===== config.mk =====
export PLATFORM = sky130hd
export DESIGN_NAME = fu_ldst_cq
export DESIGN_NICKNAME = d
export VERILOG_FILES = /design/src/rtl/ldst_pkg.sv /design/src/rtl/fu_ldst_agu.sv /design/src/rtl/fu_ldst_cq.sv
export SDC_FILE = /design/constraint.sdc
export NUM_CORES = 1
export LEC_CHECK = 0
export BUFFER_PORTS_ARGS = -buffer_cell sky130_fd_sc_hd__buf_2
export CORE_UTILIZATION = 50
export CTS_BUF_LIST = sky130_fd_sc_hd__clkbuf_8 sky130_fd_sc_hd__clkbuf_16
export DETAILED_ROUTE_END_ITERATION = 8
export PLACE_DENSITY = 0.84
export SYNTH_ARGS = -nofsm -noshare
export SYNTH_HDL_FRONTEND = slang
export SYNTH_HIERARCHICAL = 1
export SYNTH_SLANG_ARGS = --single-unit

===== constraint.sdc =====
create_clock -name clk -period 7.9 [get_ports clk]
set_input_delay 0.79 -clock clk [delete_from_list [all_inputs] [get_ports clk]]
set_output_delay 0.79 -clock clk [all_outputs]
set_load 0.05 [all_outputs]

===== src/rtl/ldst_pkg.sv =====
// Shared types and helpers for the load/store functional unit.
//
// Contents:
//   - default widths of the FU datapath (DATA_W, DISP_W, PRF_IDX_W, ROB_IDX_W,
//     BR_MASK_W, CQ_DEPTH); modules take these as parameter defaults
//   - cq_entry_t : one completion queue slot
//   - agu_op_t   : one address-generated op handed to the LSQ
//   - br_kill()  : does a branch mask depend on the resolving branch tag
//   - br_clear() : drop the resolving branch bit from a mask on a correct prediction
//
// The helpers and typedefs are sized by the localparams below. Modules that
// override BR_MASK_W must keep it equal to the value here.
package ldst_pkg;

  localparam int DATA_W    = 64;
  localparam int DISP_W    = 16;
  localparam int PRF_IDX_W = 6;
  localparam int ROB_IDX_W = 5;
  localparam int BR_MASK_W = 4;
  localparam int CQ_DEPTH  = 4;

  typedef logic [BR_MASK_W-1:0] br_mask_t;

  typedef struct packed {
    logic                 vld;
    logic                 is_st;
    logic [DATA_W-1:0]    data;
    logic [PRF_IDX_W-1:0] tag;
    logic [ROB_IDX_W:0]   rob_idx;
    br_mask_t             br_mask;
  } cq_entry_t;

  typedef struct packed {
    logic                 vld;
    logic                 is_st;
    logic [DATA_W-1:0]    addr;
    logic [DATA_W-1:0]    st_data;
    logic [PRF_IDX_W-1:0] tag;
    logic [ROB_IDX_W:0]   rob_idx;
    br_mask_t             br_mask;
  } agu_op_t;

  // True when the op carrying 'mask' sits in the shadow of branch 'fix'.
  function automatic logic br_kill(input br_mask_t mask, input br_mask_t fix);
    return |(mask & fix);
  endfunction

  // Mask after a same-cycle correct resolution of branch 'fix'.
  function automatic br_mask_t br_clear(input br_mask_t mask, input br_mask_t fix,
                                        input logic correct);
    return correct ? (mask & ~fix) : mask;
  endfunction

endpackage


===== src/rtl/fu_ldst_agu.sv =====
// fu_ldst_agu: single-entry registered address generation stage.
//
// Computes addr = opb + sext(disp) for an issued load/store and holds the op
// until the LSQ acknowledges it. The held branch mask tracks branch resolution:
// a mispredict on a dependent branch drops the op, a correct prediction clears
// that branch bit.
//
// Handshake: an issue is taken on iss_vld_i & agu_rdy_o; the held op leaves on
// agu_vld_o & lsq_agu_ack_i. agu_rdy_o = ~agu_vld_o | lsq_agu_ack_i, so a new op
// can be captured in the same cycle the previous one is consumed.
//
// Ports:
//   clk, rst                  clock, synchronous active-low reset
//   iss_*                     issue from the reservation station
//   disp_i                    displacement field (sign-extended here)
//   lsq_agu_ack_i             LSQ consumes the held op
//   rob_br_*                  branch resolution broadcast
//   agu_rdy_o, agu_*_o        stage status and held op
module fu_ldst_agu
  import ldst_pkg::*;
#(
  parameter int DATA_W    = ldst_pkg::DATA_W,
  parameter int DISP_W    = ldst_pkg::DISP_W,
  parameter int PRF_IDX_W = ldst_pkg::PRF_IDX_W,
  parameter int ROB_IDX_W = ldst_pkg::ROB_IDX_W,
  parameter int BR_MASK_W = ldst_pkg::BR_MASK_W
) (
  input  logic                 clk,
  input  logic                 rst,
  input  logic                 iss_vld_i,
  input  logic                 iss_is_st_i,
  input  logic [DATA_W-1:0]    opa_i,
  input  logic [DATA_W-1:0]    opb_i,
  input  logic [DISP_W-1:0]    disp_i,
  input  logic [PRF_IDX_W-1:0] dest_tag_i,
  input  logic [ROB_IDX_W:0]   rob_idx_i,
  input  logic [BR_MASK_W-1:0] br_mask_i,
  input  logic                 lsq_agu_ack_i,
  input  logic                 rob_br_recovery_i,
  input  logic                 rob_br_pred_correct_i,
  input  logic [BR_MASK_W-1:0] rob_br_tag_fix_i,
  output logic                 agu_rdy_o,
  output logic                 agu_vld_o,
  output logic [DATA_W-1:0]    agu_addr_o,
  output logic [DATA_W-1:0]    agu_st_data_o,
  output logic                 agu_is_st_o,
  output logic [PRF_IDX_W-1:0] agu_dest_tag_o,
  output logic [ROB_IDX_W:0]   agu_rob_idx_o,
  output logic [BR_MASK_W-1:0] agu_br_mask_o
);

  logic                 vld_q;
  logic                 is_st_q;
  logic [DATA_W-1:0]    addr_q;
  logic [DATA_W-1:0]    st_data_q;
  logic [PRF_IDX_W-1:0] tag_q;
  logic [ROB_IDX_W:0]   rob_q;
  logic [BR_MASK_W-1:0] mask_q;

  logic                 rdy;
  logic                 in_kill;
  logic                 held_kill;
  logic [DATA_W-1:0]    disp_sext;

  assign rdy       = ~vld_q | lsq_agu_ack_i;
  assign in_kill   = rob_br_recovery_i & br_kill(br_mask_i, rob_br_tag_fix_i);
  assign held_kill = rob_br_recovery_i & br_kill(mask_q, rob_br_tag_fix_i);
  assign disp_sext = {{(DATA_W-DISP_W){disp_i[DISP_W-1]}}, disp_i};

  always_ff @(posedge clk) begin
    if (!rst) begin
      vld_q     <= 1'b0;
      is_st_q   <= 1'b0;
      addr_q    <= '0;
      st_data_q <= '0;
      tag_q     <= '0;
      rob_q     <= '0;
      mask_q    <= '0;
    end else if (rdy) begin
      // Slot is free (or being freed): take the new op unless it is squashed.
      vld_q <= iss_vld_i & ~in_kill;
      if (iss_vld_i) begin
        is_st_q   <= iss_is_st_i;
        addr_q    <= opb_i + disp_sext;
        st_data_q <= opa_i;
        tag_q     <= dest_tag_i;
        rob_q     <= rob_idx_i;
        mask_q    <= br_clear(br_mask_i, rob_br_tag_fix_i, rob_br_pred_correct_i);
      end
    end else begin
      if (held_kill) vld_q <= 1'b0;
      mask_q <= br_clear(mask_q, rob_br_tag_fix_i, rob_br_pred_correct_i);
    end
  end

  assign agu_rdy_o      = rdy;
  assign agu_vld_o      = vld_q;
  assign agu_addr_o     = addr_q;
  assign agu_st_data_o  = st_data_q;
  assign agu_is_st_o    = is_st_q;
  assign agu_dest_tag_o = tag_q;
  assign agu_rob_idx_o  = rob_q;
  assign agu_br_mask_o  = mask_q;

endmodule


===== src/rtl/fu_ldst_cq.sv =====
// fu_ldst_cq: load/store functional unit front and back end.
//
// Front: fu_ldst_agu computes effective addresses for ops issued by the LS
// reservation station and holds them for the LSQ.
// Back: a CQ_DEPTH-entry circular completion queue buffers LSQ completions until
// the CDB arbiter accepts them (stall_i low).
//
// Handshakes: issue taken on iss_vld_i & agu_rdy_o; AGU op consumed on
// agu_vld_o & lsq_agu_ack_i; completion taken on lsq_done_vld_i & cq_rdy_o;
// CQ head leaves on cdb_vld_o & ~stall_i. cq_rdy_o comes from the registered
// count only, so a full queue reports not-ready even while it pops.
//
// Branch handling: every held mask is checked against the resolving branch.
// Mispredicted dependents are dropped; in the CQ they become bubbles that keep
// their slot (and their place in count) and are popped at the head without
// waiting for the CDB. Correct predictions clear the branch bit.
//
// Configuration macro FU_LDST_CQ_BYPASS_EN: when defined, a completion arriving
// at an empty queue with the CDB free goes straight to cdb_* in the same cycle
// and is not enqueued. When undefined, every completion passes through the queue.
//
// Ports: clk, rst (sync, active-low); iss_* / opa_i / opb_i / inst_i / dest_tag_i /
// rob_idx_i / br_mask_i from the RS; agu_* to the LSQ with lsq_agu_ack_i back;
// lsq_done_* / lsq_data_i completions with cq_rdy_o back; rob_br_* branch
// resolution; stall_i and cdb_* towards the CDB arbiter.
module fu_ldst_cq
  import ldst_pkg::*;
#(
  parameter int DATA_W    = ldst_pkg::DATA_W,
  parameter int DISP_W    = ldst_pkg::DISP_W,
  parameter int PRF_IDX_W = ldst_pkg::PRF_IDX_W,
  parameter int ROB_IDX_W = ldst_pkg::ROB_IDX_W,
  parameter int BR_MASK_W = ldst_pkg::BR_MASK_W,
  parameter int CQ_DEPTH  = ldst_pkg::CQ_DEPTH
) (
  input  logic                 clk,
  input  logic                 rst,
  input  logic                 iss_vld_i,
  input  logic                 iss_is_st_i,
  input  logic [DATA_W-1:0]    opa_i,
  input  logic [DATA_W-1:0]    opb_i,
  input  logic [31:0]          inst_i,
  input  logic [PRF_IDX_W-1:0] dest_tag_i,
  input  logic [ROB_IDX_W:0]   rob_idx_i,
  input  logic [BR_MASK_W-1:0] br_mask_i,
  output logic                 agu_rdy_o,
  output logic                 agu_vld_o,
  output logic [DATA_W-1:0]    agu_addr_o,
  output logic [DATA_W-1:0]    agu_st_data_o,
  output logic                 agu_is_st_o,
  output logic [PRF_IDX_W-1:0] agu_dest_tag_o,
  output logic [ROB_IDX_W:0]   agu_rob_idx_o,
  output logic [BR_MASK_W-1:0] agu_br_mask_o,
  input  logic                 lsq_agu_ack_i,
  input  logic                 lsq_done_vld_i,
  input  logic                 lsq_done_is_st_i,
  input  logic [DATA_W-1:0]    lsq_data_i,
  input  logic [PRF_IDX_W-1:0] lsq_dest_tag_i,
  input  logic [ROB_IDX_W:0]   lsq_rob_idx_i,
  input  logic [BR_MASK_W-1:0] lsq_br_mask_i,
  output logic                 cq_rdy_o,
  input  logic                 rob_br_recovery_i,
  input  logic                 rob_br_pred_correct_i,
  input  logic [BR_MASK_W-1:0] rob_br_tag_fix_i,
  input  logic                 stall_i,
  output logic                 cdb_vld_o,
  output logic                 cdb_is_st_o,
  output logic [DATA_W-1:0]    cdb_data_o,
  output logic [PRF_IDX_W-1:0] cdb_dest_tag_o,
  output logic [ROB_IDX_W:0]   cdb_rob_idx_o,
  output logic [BR_MASK_W-1:0] cdb_br_mask_o
);

  localparam int AW = $clog2(CQ_DEPTH);
  localparam logic [AW:0] CQ_FULL = (AW+1)'(CQ_DEPTH);

  // Bits of the instruction word outside the displacement are not needed here.
  logic unused_inst;
  assign unused_inst = ^inst_i[31:DISP_W];

  fu_ldst_agu #(
    .DATA_W   (DATA_W),
    .DISP_W   (DISP_W),
    .PRF_IDX_W(PRF_IDX_W),
    .ROB_IDX_W(ROB_IDX_W),
    .BR_MASK_W(BR_MASK_W)
  ) u_agu (
    .clk                  (clk),
    .rst                  (rst),
    .iss_vld_i            (iss_vld_i),
    .iss_is_st_i          (iss_is_st_i),
    .opa_i                (opa_i),
    .opb_i                (opb_i),
    .disp_i               (inst_i[DISP_W-1:0]),
    .dest_tag_i           (dest_tag_i),
    .rob_idx_i            (rob_idx_i),
    .br_mask_i            (br_mask_i),
    .lsq_agu_ack_i        (lsq_agu_ack_i),
    .rob_br_recovery_i    (rob_br_recovery_i),
    .rob_br_pred_correct_i(rob_br_pred_correct_i),
    .rob_br_tag_fix_i     (rob_br_tag_fix_i),
    .agu_rdy_o            (agu_rdy_o),
    .agu_vld_o            (agu_vld_o),
    .agu_addr_o           (agu_addr_o),
    .agu_st_data_o        (agu_st_data_o),
    .agu_is_st_o          (agu_is_st_o),
    .agu_dest_tag_o       (agu_dest_tag_o),
    .agu_rob_idx_o        (agu_rob_idx_o),
    .agu_br_mask_o        (agu_br_mask_o)
  );

  // ---------------------------------------------------------------------------
  // Completion queue storage
  // ---------------------------------------------------------------------------
  logic                 cq_vld  [CQ_DEPTH];
  logic                 cq_st   [CQ_DEPTH];
  logic [DATA_W-1:0]    cq_data [CQ_DEPTH];
  logic [PRF_IDX_W-1:0] cq_tag  [CQ_DEPTH];
  logic [ROB_IDX_W:0]   cq_rob  [CQ_DEPTH];
  logic [BR_MASK_W-1:0] cq_mask [CQ_DEPTH];

  // Pointers carry a wrap bit; count runs 0..CQ_DEPTH and includes bubbles.
  logic [AW:0] head_q;
  logic [AW:0] tail_q;
  logic [AW:0] count_q;

  logic [AW-1:0] head_idx;
  logic [AW-1:0] tail_idx;
  logic          rdy;
  logic          in_kill;
  logic          head_live;
  logic          byp;
  logic          push;
  logic          pop;

  assign head_idx = head_q[AW-1:0];
  assign tail_idx = tail_q[AW-1:0];
  assign rdy      = (count_q != CQ_FULL);
  assign in_kill  = rob_br_recovery_i & br_kill(lsq_br_mask_i, rob_br_tag_fix_i);

  // Head is presentable only if it is a real entry and not squashed right now.
  assign head_live = (count_q != '0) & cq_vld[head_idx] &
                     ~(rob_br_recovery_i & br_kill(cq_mask[head_idx], rob_br_tag_fix_i));

`ifdef FU_LDST_CQ_BYPASS_EN
  assign byp = (count_q == '0) & ~stall_i & lsq_done_vld_i & ~in_kill;
`else
  assign byp = 1'b0;
`endif

  assign push = lsq_done_vld_i & rdy & ~in_kill & ~byp;
  // A bubble (or an entry killed this cycle) leaves the head without the CDB.
  assign pop  = (count_q != '0) & (~head_live | ~stall_i);

  always_ff @(posedge clk) begin
    if (!rst) begin
      head_q  <= '0;
      tail_q  <= '0;
      count_q <= '0;
      for (int i = 0; i < CQ_DEPTH; i++) begin
        cq_vld[i]  <= 1'b0;
        cq_st[i]   <= 1'b0;
        cq_data[i] <= '0;
        cq_tag[i]  <= '0;
        cq_rob[i]  <= '0;
        cq_mask[i] <= '0;
      end
    end else begin
      for (int i = 0; i < CQ_DEPTH; i++) begin
        if (rob_br_recovery_i & br_kill(cq_mask[i], rob_br_tag_fix_i)) cq_vld[i] <= 1'b0;
        cq_mask[i] <= br_clear(cq_mask[i], rob_br_tag_fix_i, rob_br_pred_correct_i);
      end
      // Push and pop never address the same slot: push needs count < DEPTH and
      // pop needs count > 0, so head == tail only when exactly one is possible.
      if (pop) begin
        cq_vld[head_idx] <= 1'b0;
        head_q           <= head_q + 1'b1;
      end
      if (push) begin
        cq_vld[tail_idx]  <= 1'b1;
        cq_st[tail_idx]   <= lsq_done_is_st_i;
        cq_data[tail_idx] <= lsq_data_i;
        cq_tag[tail_idx]  <= lsq_dest_tag_i;
        cq_rob[tail_idx]  <= lsq_rob_idx_i;
        cq_mask[tail_idx] <= br_clear(lsq_br_mask_i, rob_br_tag_fix_i, rob_br_pred_correct_i);
        tail_q            <= tail_q + 1'b1;
      end
      count_q <= count_q + (AW+1)'(push) - (AW+1)'(pop);
    end
  end

  // ---------------------------------------------------------------------------
  // CDB drive: head entry, or the bypassed completion. Stores carry no
  // destination or data, and all fields are zero when nothing is presented.
  // ---------------------------------------------------------------------------
  logic                 sel_vld;
  logic                 sel_st;
  logic [DATA_W-1:0]    sel_data;
  logic [PRF_IDX_W-1:0] sel_tag;
  logic [ROB_IDX_W:0]   sel_rob;
  logic [BR_MASK_W-1:0] sel_mask;

  always_comb begin
    sel_vld  = head_live;
    sel_st   = cq_st[head_idx];
    sel_data = cq_data[head_idx];
    sel_tag  = cq_tag[head_idx];
    sel_rob  = cq_rob[head_idx];
    sel_mask = cq_mask[head_idx];
    if (byp) begin
      sel_vld  = 1'b1;
      sel_st   = lsq_done_is_st_i;
      sel_data = lsq_data_i;
      sel_tag  = lsq_dest_tag_i;
      sel_rob  = lsq_rob_idx_i;
      sel_mask = lsq_br_mask_i;
    end
  end

  assign cq_rdy_o       = rdy;
  assign cdb_vld_o      = sel_vld;
  assign cdb_is_st_o    = sel_vld & sel_st;
  assign cdb_data_o     = (sel_vld & ~sel_st) ? sel_data : '0;
  assign cdb_dest_tag_o = (sel_vld & ~sel_st) ? sel_tag : '0;
  assign cdb_rob_idx_o  = sel_vld ? sel_rob : '0;
  assign cdb_br_mask_o  = sel_vld ? sel_mask : '0;

endmodule


**Word level (Yosys, flattened, before mapping)**

Memories as Yosys holds them, arrays and structs flattened. A register that Yosys moved wholly into a read port is not among the register bits.
Cells that the tools add are included.

- Add/sub/neg operators: 5
- Multipliers: 0
- Div/mod/pow operators: 0
- Order comparisons: 0
- Equal/unequal tests: 2
- Shift-type cells: 0
- Muxes and demuxes: 67
- Bitwise gates (word level): 49
- Reductions and logical operators: 17

Operators by type and width:

| cell | number |
|---|---|
| two-way mux 64 bit | 2 |
| adder 64 bit | 1 |
| OR reduction 64 bit | 1 |
| bitwise AND 4 bit | 15 |
| two-way mux 4 bit | 14 |
| two-way mux 2 bit | 16 |
| OR reduction 4 bit | 8 |
| two-way mux 1 bit | 31 |
| two-way mux 6 bit | 4 |
| bitwise AND 1 bit | 16 |
| OR reduction 6 bit | 2 |
| bitwise OR 1 bit | 10 |
| inverter 1 bit | 7 |
| adder 3 x 1 -> 3 bit (second input constant) | 2 |
| inverter 4 bit | 1 |
| AND reduction 2 bit | 2 |
| nonzero test 2 bit | 2 |
| adder 3 x 1 -> 3 bit | 1 |
| inequality test 3 bit (second input constant) | 1 |
| nonzero test 3 bit | 1 |
| subtractor 3 x 1 -> 3 bit | 1 |
| inequality test 2 bit (second input constant) | 1 |
| OR reduction 1 bit | 1 |

- Register bits: 155
- Latch bits: 0
- Bits in writable memories: 328
- ROM bits: 0
- Input port bits: 270
- Output and inout bits: 230
- Memories kept: 6

Memories:

| name | words | width | read ports | clocked after memory_dff | write ports | RTL line | RTL |
|---|---|---|---|---|---|---|---|
| cq_data | 4 | 64 | 1 | 1 | 4 | fu_ldst_cq.sv:117 | `logic [DATA_W-1:0] cq_data [CQ_DEPTH];` |
| cq_rob | 4 | 6 | 1 | 1 | 4 | fu_ldst_cq.sv:119 | `logic [ROB_IDX_W:0] cq_rob [CQ_DEPTH];` |
| cq_tag | 4 | 6 | 1 | 1 | 4 | fu_ldst_cq.sv:118 | `logic [PRF_IDX_W-1:0] cq_tag [CQ_DEPTH];` |
| cq_mask | 4 | 4 | 5 | 1 | 5 | fu_ldst_cq.sv:120 | `logic [BR_MASK_W-1:0] cq_mask [CQ_DEPTH];` |
| cq_st | 4 | 1 | 1 | 1 | 4 | fu_ldst_cq.sv:116 | `logic cq_st [CQ_DEPTH];` |
| cq_vld | 4 | 1 | 1 | 1 | 6 | fu_ldst_cq.sv:115 | `logic cq_vld [CQ_DEPTH];` |

**Longest topological paths before layout**

Gate-level depths: netlist of the first run.

- Depth after elaboration: 11
- Depth in mapped cells: 13
- Depth with buffers taken out: 13

**Cells and area by module**

Netlist of the first run, hierarchy kept.

By module, submodules not included:

| module | instances | cells each | area each (sq um) | sequential area each (sq um) |
|---|---|---|---|---|
| fu_ldst_cq | 1 | 1045 | 15715.1 | 9959.6 |
| fu_ldst_agu | 1 | 1167 | 8789.7 | 2922.8 |

**Least setup slack after synthesis of the first run**

OpenSTA, ideal clock, no wires.

- Kind: input to register
- Start point: in rob_br_tag_fix_i[0]
- End point: mem cq_data[3][0], enable pin
- Data arrival time: 7.273 ns
- Path slack: 0.000 ns
- Stages: 5
- Buffers on the path: 1
- Cells stage by stage: buf_2 a22o_1 o21ai_2 nand2_1 o31ai_1

RTL lines:

| element | RTL line | RTL |
|---|---|---|
| start, declared | fu_ldst_cq.sv:64 | `input logic [BR_MASK_W-1:0] rob_br_tag_fix_i,` |
| end, declared | fu_ldst_cq.sv:117 |  |

==> results of run 1 <==
-- worst max-delay path: cells and delay by family (launching register included) --
family | cells | cell delay, ps
buffers and inverters | 3 | 1500
DFF | 1 | 610
and+or+nand+nor | 2 | 480
muxes | 1 | 420
AOI/OAI and AO/OA | 1 | 220
-- final cells by class --
cell class / instances / area share
inverter: 22 / 0.00295
clock inverter: 34 / 0.00984
multi-input combinational: 1558 / 0.380
sequential: 483 / 0.447
antenna: 13 / 0.00113
clock buffer: 54 / 0.0453
tap: 615 / 0.0267
timing repair buffer: 498 / 0.0877
-- worst paths after layout --
| check | to | from | slack (ps) | cells past startpoint |
|---|---|---|---|---|
| worst max-delay path | cdb_data_o[10] | flip-flop | 3200 | 7 |
| worst min-delay path | u_agu/agu_st_data_o[60] | opa_i[60] | 440 | 3 |
| worst max register to register | cq_data[0][37] | count_q[1] | 3470 | 6 |
| worst min register to register | u_agu/agu_addr_o[16] | u_agu/agu_addr_o[16] | 450 | 2 |
-- layer usage --
layer	track usage	share of wire	vias to the layer above
li1	-	-	8718
met1	0.309	0.37	9258
met2	0.481	0.51	787
met3	0.0709	0.082	151
met4	0.114	0.037	18
met5	0	0.0017	-
-- cells by family (layout without fill, tap and decap cells) --
kind of cell,count (synthesis),count (layout),share of synthesized area
AO/OA/AOI/OAI,424,424,0.109
buffers and inverters,171,608,0.0289
XOR/XNOR,59,59,0.0211
AND/OR/NAND/NOR,901,901,0.196
adder cells (fa/ha/maj),75,75,0.0389
multiplexers,99,99,0.0809
flip-flops,483,483,0.526
other,0,13,0
-- report_power, final --
group / internal (W) / switching, W
logic: 0.000776 / 0.00116
registers: 0.00292 / 0.000121
clock network: 0.00132 / 0.000986
total: 0.00502 / 0.00227
-- cell usage after synthesis, types with 5 or more instances --
| master | instances | area share |
|---|---|---|
| edfxtp_1 | 321 | 0.39 |
| and2_1 | 316 | 0.081 |
| nand2_1 | 306 | 0.047 |
| a21oi_1 | 193 | 0.039 |
| dfxtp_1 | 162 | 0.13 |
| clkbuf_1 | 116 | 0.018 |
| nor2b_1 | 90 | 0.023 |
| mux4_2 | 79 | 0.073 |
| ha_1 | 73 | 0.037 |
| o21ai_0 | 63 | 0.013 |
| nor2_1 | 51 | 0.0078 |
| xnor2_1 | 38 | 0.014 |
| nand3_1 | 37 | 0.0076 |
| a21o_1 | 32 | 0.0098 |
| nand4_1 | 25 | 0.0064 |
| xor2_1 | 21 | 0.0075 |
| and2_4 | 20 | 0.0071 |
| inv_1 | 19 | 0.0029 |
| mux2i_1 | 17 | 0.0069 |
| buf_2 | 16 | 0.0033 |
| nand2b_1 | 13 | 0.0033 |
| o21bai_1 | 12 | 0.0037 |
| o22ai_1 | 12 | 0.0031 |
| a211oi_1 | 10 | 0.0031 |
| a22o_1 | 10 | 0.0036 |
| nor3_1 | 10 | 0.0020 |
| a21boi_0 | 8 | 0.0025 |
| a31oi_1 | 8 | 0.0020 |
| buf_1 | 7 | 0.0011 |
| a41oi_1 | 6 | 0.0021 |
| o211ai_1 | 6 | 0.0018 |
| a22oi_1 | 5 | 0.0015 |
| and3_1 | 5 | 0.0013 |
| buf_6 | 5 | 0.0023 |
| o21ai_1 | 5 | 0.0010 |
-- stage by stage --
| stage | cells | worst slack, ps | cell area, sq um | util |
|---|---|---|---|---|
| after detailed placement | 3176 | 2670 | 27200 | 0.567 |
| final | 3277 | 3200 | 28900 | 0.601 |
| after global placement | 3176 | 2630 | 27200 | 0.567 |
| after global routing | 3272 | 2980 | 28800 | 0.600 |
| after CTS | 3264 | 3120 | 28800 | 0.600 |
| after floorplan | 2212 | 0.299 | 24500 | - |
-- state kept, by name (all words and copies together) (netlist names), named ones only --
| register | count |
|---|---|
| count_q | 3 |
| cq_data | 256 |
| cq_mask | 16 |
| cq_rob | 24 |
| cq_st | 4 |
| cq_tag | 24 |
| cq_vld | 4 |
| head_q | 2 |
| tail_q | 2 |
| u_agu/agu_addr_o | 64 |
| u_agu/agu_br_mask_o | 4 |
| u_agu/agu_dest_tag_o | 6 |
| u_agu/agu_is_st_o | 1 |
| u_agu/agu_rob_idx_o | 6 |
| u_agu/agu_st_data_o | 64 |
| u_agu/agu_vld_o | 1 |
==> results_dict.tcl, run 1 <==
set metrics [dict create \
    ys_types 86 \
    grt_pass1_wl_um 105000 \
    synth_edf_count 321 \
    h-tree-depth 2 \
    endpoint_kind "primary output" \
    min_path_type "in -> reg" \
    drv_cap 0 \
    portBuffers 483 \
    finalClockSkew_ps 13.1 \
    final_nets 2957 \
    max_stage_delay_ps 760 \
    arrival_ps 3910 \
    clock_latency_ps 590 \
    clock_sinks 483 \
    ys_seq_area_frac 0.526 \
    wl_um 69200 \
    num_vias 18900 \
    fmax_mhz 213 \
    clk_pin_slew_ps 60 \
    worstPathCellList "buf_4, mux2_2, o21ai_0, nand4_1, buf_4, nor2b_1, buf_2" \
    grt_setup_unrepaired "false" \
    syn_to_final_growth_pct 17.8 \
    ctsResizeCount 0 \
    antenna_found_initial 18 \
    die_area_sq_um 49900 \
    cp_common_cell "buf_4" \
    post_drt_wl_per_cell_um 21.1 \
    layout_common_cells "buf_2, edfxtp_1, and2_1" \
    async_flop_share 0 \
    status "finished clean" \
    drive_above_1_share 0.268 \
    drt-initial-drc-count 1445 \
    routed_via_density 5.78 \
    multiInputGateArea_sq_um 11000 \
    cp.required_ps 7110 \
    routabilityCongestion 0.973 \
    synth_top_flop_cell "edfxtp_1" \
    timing.final.crit_period_ps 4700 \
    setup-tns-final_ps 0 \
    track_usage 0.271 \
    hold_buffers 0 \
    ios 500 \
    drcViolationCount 0 \
    timing.final.hold_violations 0 \
    regArea_sq_um 12900 \
    crit_slowest_cell "buf_4" \
    syn_area_sq_um 24500 \
    irDropWorstVdd_mv 0.201 \
    clock_path_buffers 3 \
    finalCritPeriodShare 0.595 \
    syn_nets 2557 \
    start_util 0.510 \
    grt_max_degree 107 \
    hold_slack_ps 438 \
    avgSynthCellArea_sq_um 11.1 \
    power_w 0.00729 \
    finalSetupViolCount 0 \
    start_kind "flip-flop" \
    core_area_sq_um 48000 \
    crit_type "reg -> out" \
    synth_cells 2212 \
    hpwl_um 46500 \
    final_common_cell "buf_2" \
    cts_tree "done" \
    leakage_nw 12.0 \
    die_w_um 223 \
    numCtsBuffers 49 \
    final_max_slew_viol_count 0 \
    powerDensity_nw_per_um2 252 \
    postRouteAntennaNets 0 \
    relSlewSlack 0.215 \
    rows 80 \
    nFillCells 3844 \
    overflow 0 \
    cts_root_buf "clkbuf_16" \
    drt_first_pass_iters 9 \
    ys_ff_latch 483 \
    die_y_um 223 \
    yosysWarnings 6 \
    crit_path_max_fanout 70 \
    post_cts_buffers 0 \
    worstMarginPinSlew_ps 1180 \
    first_global_vias 19100 \
]
(Power assumes the default switching activity.)
==> run 2: changes to the inputs <==
--- a/config.mk
+++ b/config.mk
@@ -6,10 +6,10 @@
 export NUM_CORES = 1
 export LEC_CHECK = 0
 export BUFFER_PORTS_ARGS = -buffer_cell sky130_fd_sc_hd__buf_2
-export CORE_UTILIZATION = 50
+export CORE_UTILIZATION = 52
 export CTS_BUF_LIST = sky130_fd_sc_hd__clkbuf_8 sky130_fd_sc_hd__clkbuf_16
 export DETAILED_ROUTE_END_ITERATION = 8
-export PLACE_DENSITY = 0.84
+export PLACE_DENSITY = 0.83
 export SYNTH_ARGS = -nofsm -noshare
 export SYNTH_HDL_FRONTEND = slang
 export SYNTH_HIERARCHICAL = 1
==> constraint.sdc (replaced) <==
create_clock -name clk -period 4.73 [get_ports clk]
set_input_delay 0.473 -clock clk [delete_from_list [all_inputs] [get_ports clk]]
set_output_delay 0.473 -clock clk [all_outputs]
set_load 0.05 [all_outputs]
==> results_dict.tcl, run 2 (synthesis results as in run 1) <==
set metrics [dict create \
    status "finished clean" \
    p_clk_frac 0.315 \
    hpwl_um 44700 \
    ctsResizeCount 0 \
    busiest_layer "met2" \
    setup-tns-final_ps 0 \
    min_path_type "in -> reg" \
    overflow 0 \
    core_area_sq_um 46600 \
    routed_via_density 5.81 \
    multiInputGateArea_sq_um 11000 \
    numCtsBuffers 48 \
    swShare 0.313 \
    cts_tree "done" \
    h-tree-depth 2 \
    drt-initial-drc-count 1396 \
    grt_pass1_wl_um 102000 \
    cp.required_ps 4260 \
    drcViolationCount 0 \
    largest-register "cq_data" \
    portBuffers 483 \
    fin_ws_ps 1010 \
    gr-usage-met3 0.0728 \
    ios 500 \
    clock_latency_ps 600 \
    wl_um 67400 \
    track_usage 0.274 \
    finalClockSkew_ps 19.3 \
    grt_setup_unrepaired "false" \
    nFillCells 3572 \
    drt_first_pass_iters 5 \
    worstPathCellList "mux2_2, a2bb2oi_1, a41o_2, nand4_1, buf_4, nor2b_1, buf_2" \
    start_util 0.526 \
    crit_path_max_fanout 70 \
    crit_slowest_cell "dfxtp_4" \
    final_max_slew_viol_count 0 \
    postRouteAntennaNets 0 \
    layout_common_cells "buf_2, edfxtp_1, and2_1" \
    die_area_sq_um 48000 \
    clock_path_buffers 3 \
    hold_buffers 0 \
    final_core_util 0.622 \
    routabilityCongestion 0.927 \
    syn_to_final_growth_pct 18.1 \
    arrival_ps 3250 \
    final_common_cell "buf_2" \
    post_cts_buffers 0 \
    worstMarginPinSlew_ps 977 \
    clk_pin_slew_ps 60 \
    fmax_mhz 269 \
    grtUsageMet2 0.476 \
    post_drt_wl_per_cell_um 20.6 \
    crit_type "reg -> out" \
    switching_power_w 0.00380 \
    irDropWorstVdd_mv 0.319 \
    start_kind "flip-flop" \
    max_stage_delay_ps 570 \
    finalCritPeriodShare 0.787 \
    relSlewSlack 0.349 \
    drive_above_1_share 0.270 \
    largest_reg_flops 256 \
    grt_max_degree 85 \
    rows 79 \
    endpoint_kind "primary output" \
    stdcell_count 3280 \
    pre_cts_slack_ps 722 \
    antenna_found_initial 21 \
    timing.final.hold_violations 0 \
    die_y_um 219 \
    power_frac_seq 0.418 \
    final_nets 2962 \
    drv_cap 0 \
    combinationalPowerShare 0.267 \
    regArea_sq_um 12900 \
    leakage_nw 12.1 \
    grtUsageMet1 0.315 \
    first_global_vias 18800 \
    cts_root_buf "clkbuf_16" \
    timing.final.crit_period_ps 3720 \
    clock_sinks 483 \
    die_w_um 219 \
    finalSetupViolCount 0 \
    dp.cells 3174 \
    p_int_w 0.00835 \
    num_vias 19100 \
    powerDensity_nw_per_um2 420 \
]
[run 2: cell type report]
type / count / area share
diodes: 17 / 0.00147
clock buffers: 58 / 0.0470
clock inverters: 31 / 0.00791
flip-flops and latches: 483 / 0.445
repair buffers: 504 / 0.0903
well taps: 607 / 0.0262
multi-input cells: 1558 / 0.379
inverters: 22 / 0.00294
[run 2: through the flow]
stage               instance area [sq um]  hold WS [ps]  power [W]
CTS                                 28900          67.6     0.0122
finish                              28900           110     0.0122
floorplan                           24500           442    0.00757
global placement                    27300           438    0.00830
detailed placement                  27300           443    0.00839
global route                        28900          93.4     0.0126
[run 2: final timing paths]
check / start / end / slack, ps / cells past startpoint
worst max-delay path: flip-flop / cdb_data_o[19] / 1010 / 7
worst min-delay path: rob_idx_i[4] / u_agu/agu_rob_idx_o[4] / 110 / 3
worst max register to register: flip-flop / count_q[2] / 1680 / 12
worst min register to register: u_agu/agu_st_data_o[23] / u_agu/agu_st_data_o[23] / 450 / 2
[run 2: power by group through the flow]
| stage | logic [W] | registers (W) | clock network [W] |
|---|---|---|---|
| after floorplan | 0.00215 | 0.00542 | 0 |
| after global placement | 0.00317 | 0.00513 | 0 |
| after detailed placement | 0.00323 | 0.00516 | 0 |
| after CTS | 0.00325 | 0.00508 | 0.00389 |
| after global routing | 0.00348 | 0.00512 | 0.00404 |
| final | 0.00325 | 0.00508 | 0.00383 |
[run 2: critical path: cells and delay by family (launching register included)]
kind                   cells  cell delay, ps
AOI/OAI and AO/OA          2             460
DFF                        1             570
muxes                      1             400
buffers and inverters      2             680
and+or+nand+nor            2             430
[run 2: layer usage]
| layer | routed length, um | up-vias |
|---|---|---|
| li1 | - | 8755 |
| met1 | 24600 | 9199 |
| met2 | 33900 | 910 |
| met3 | 6260 | 170 |
| met4 | 2540 | 24 |
| met5 | 137 | - |
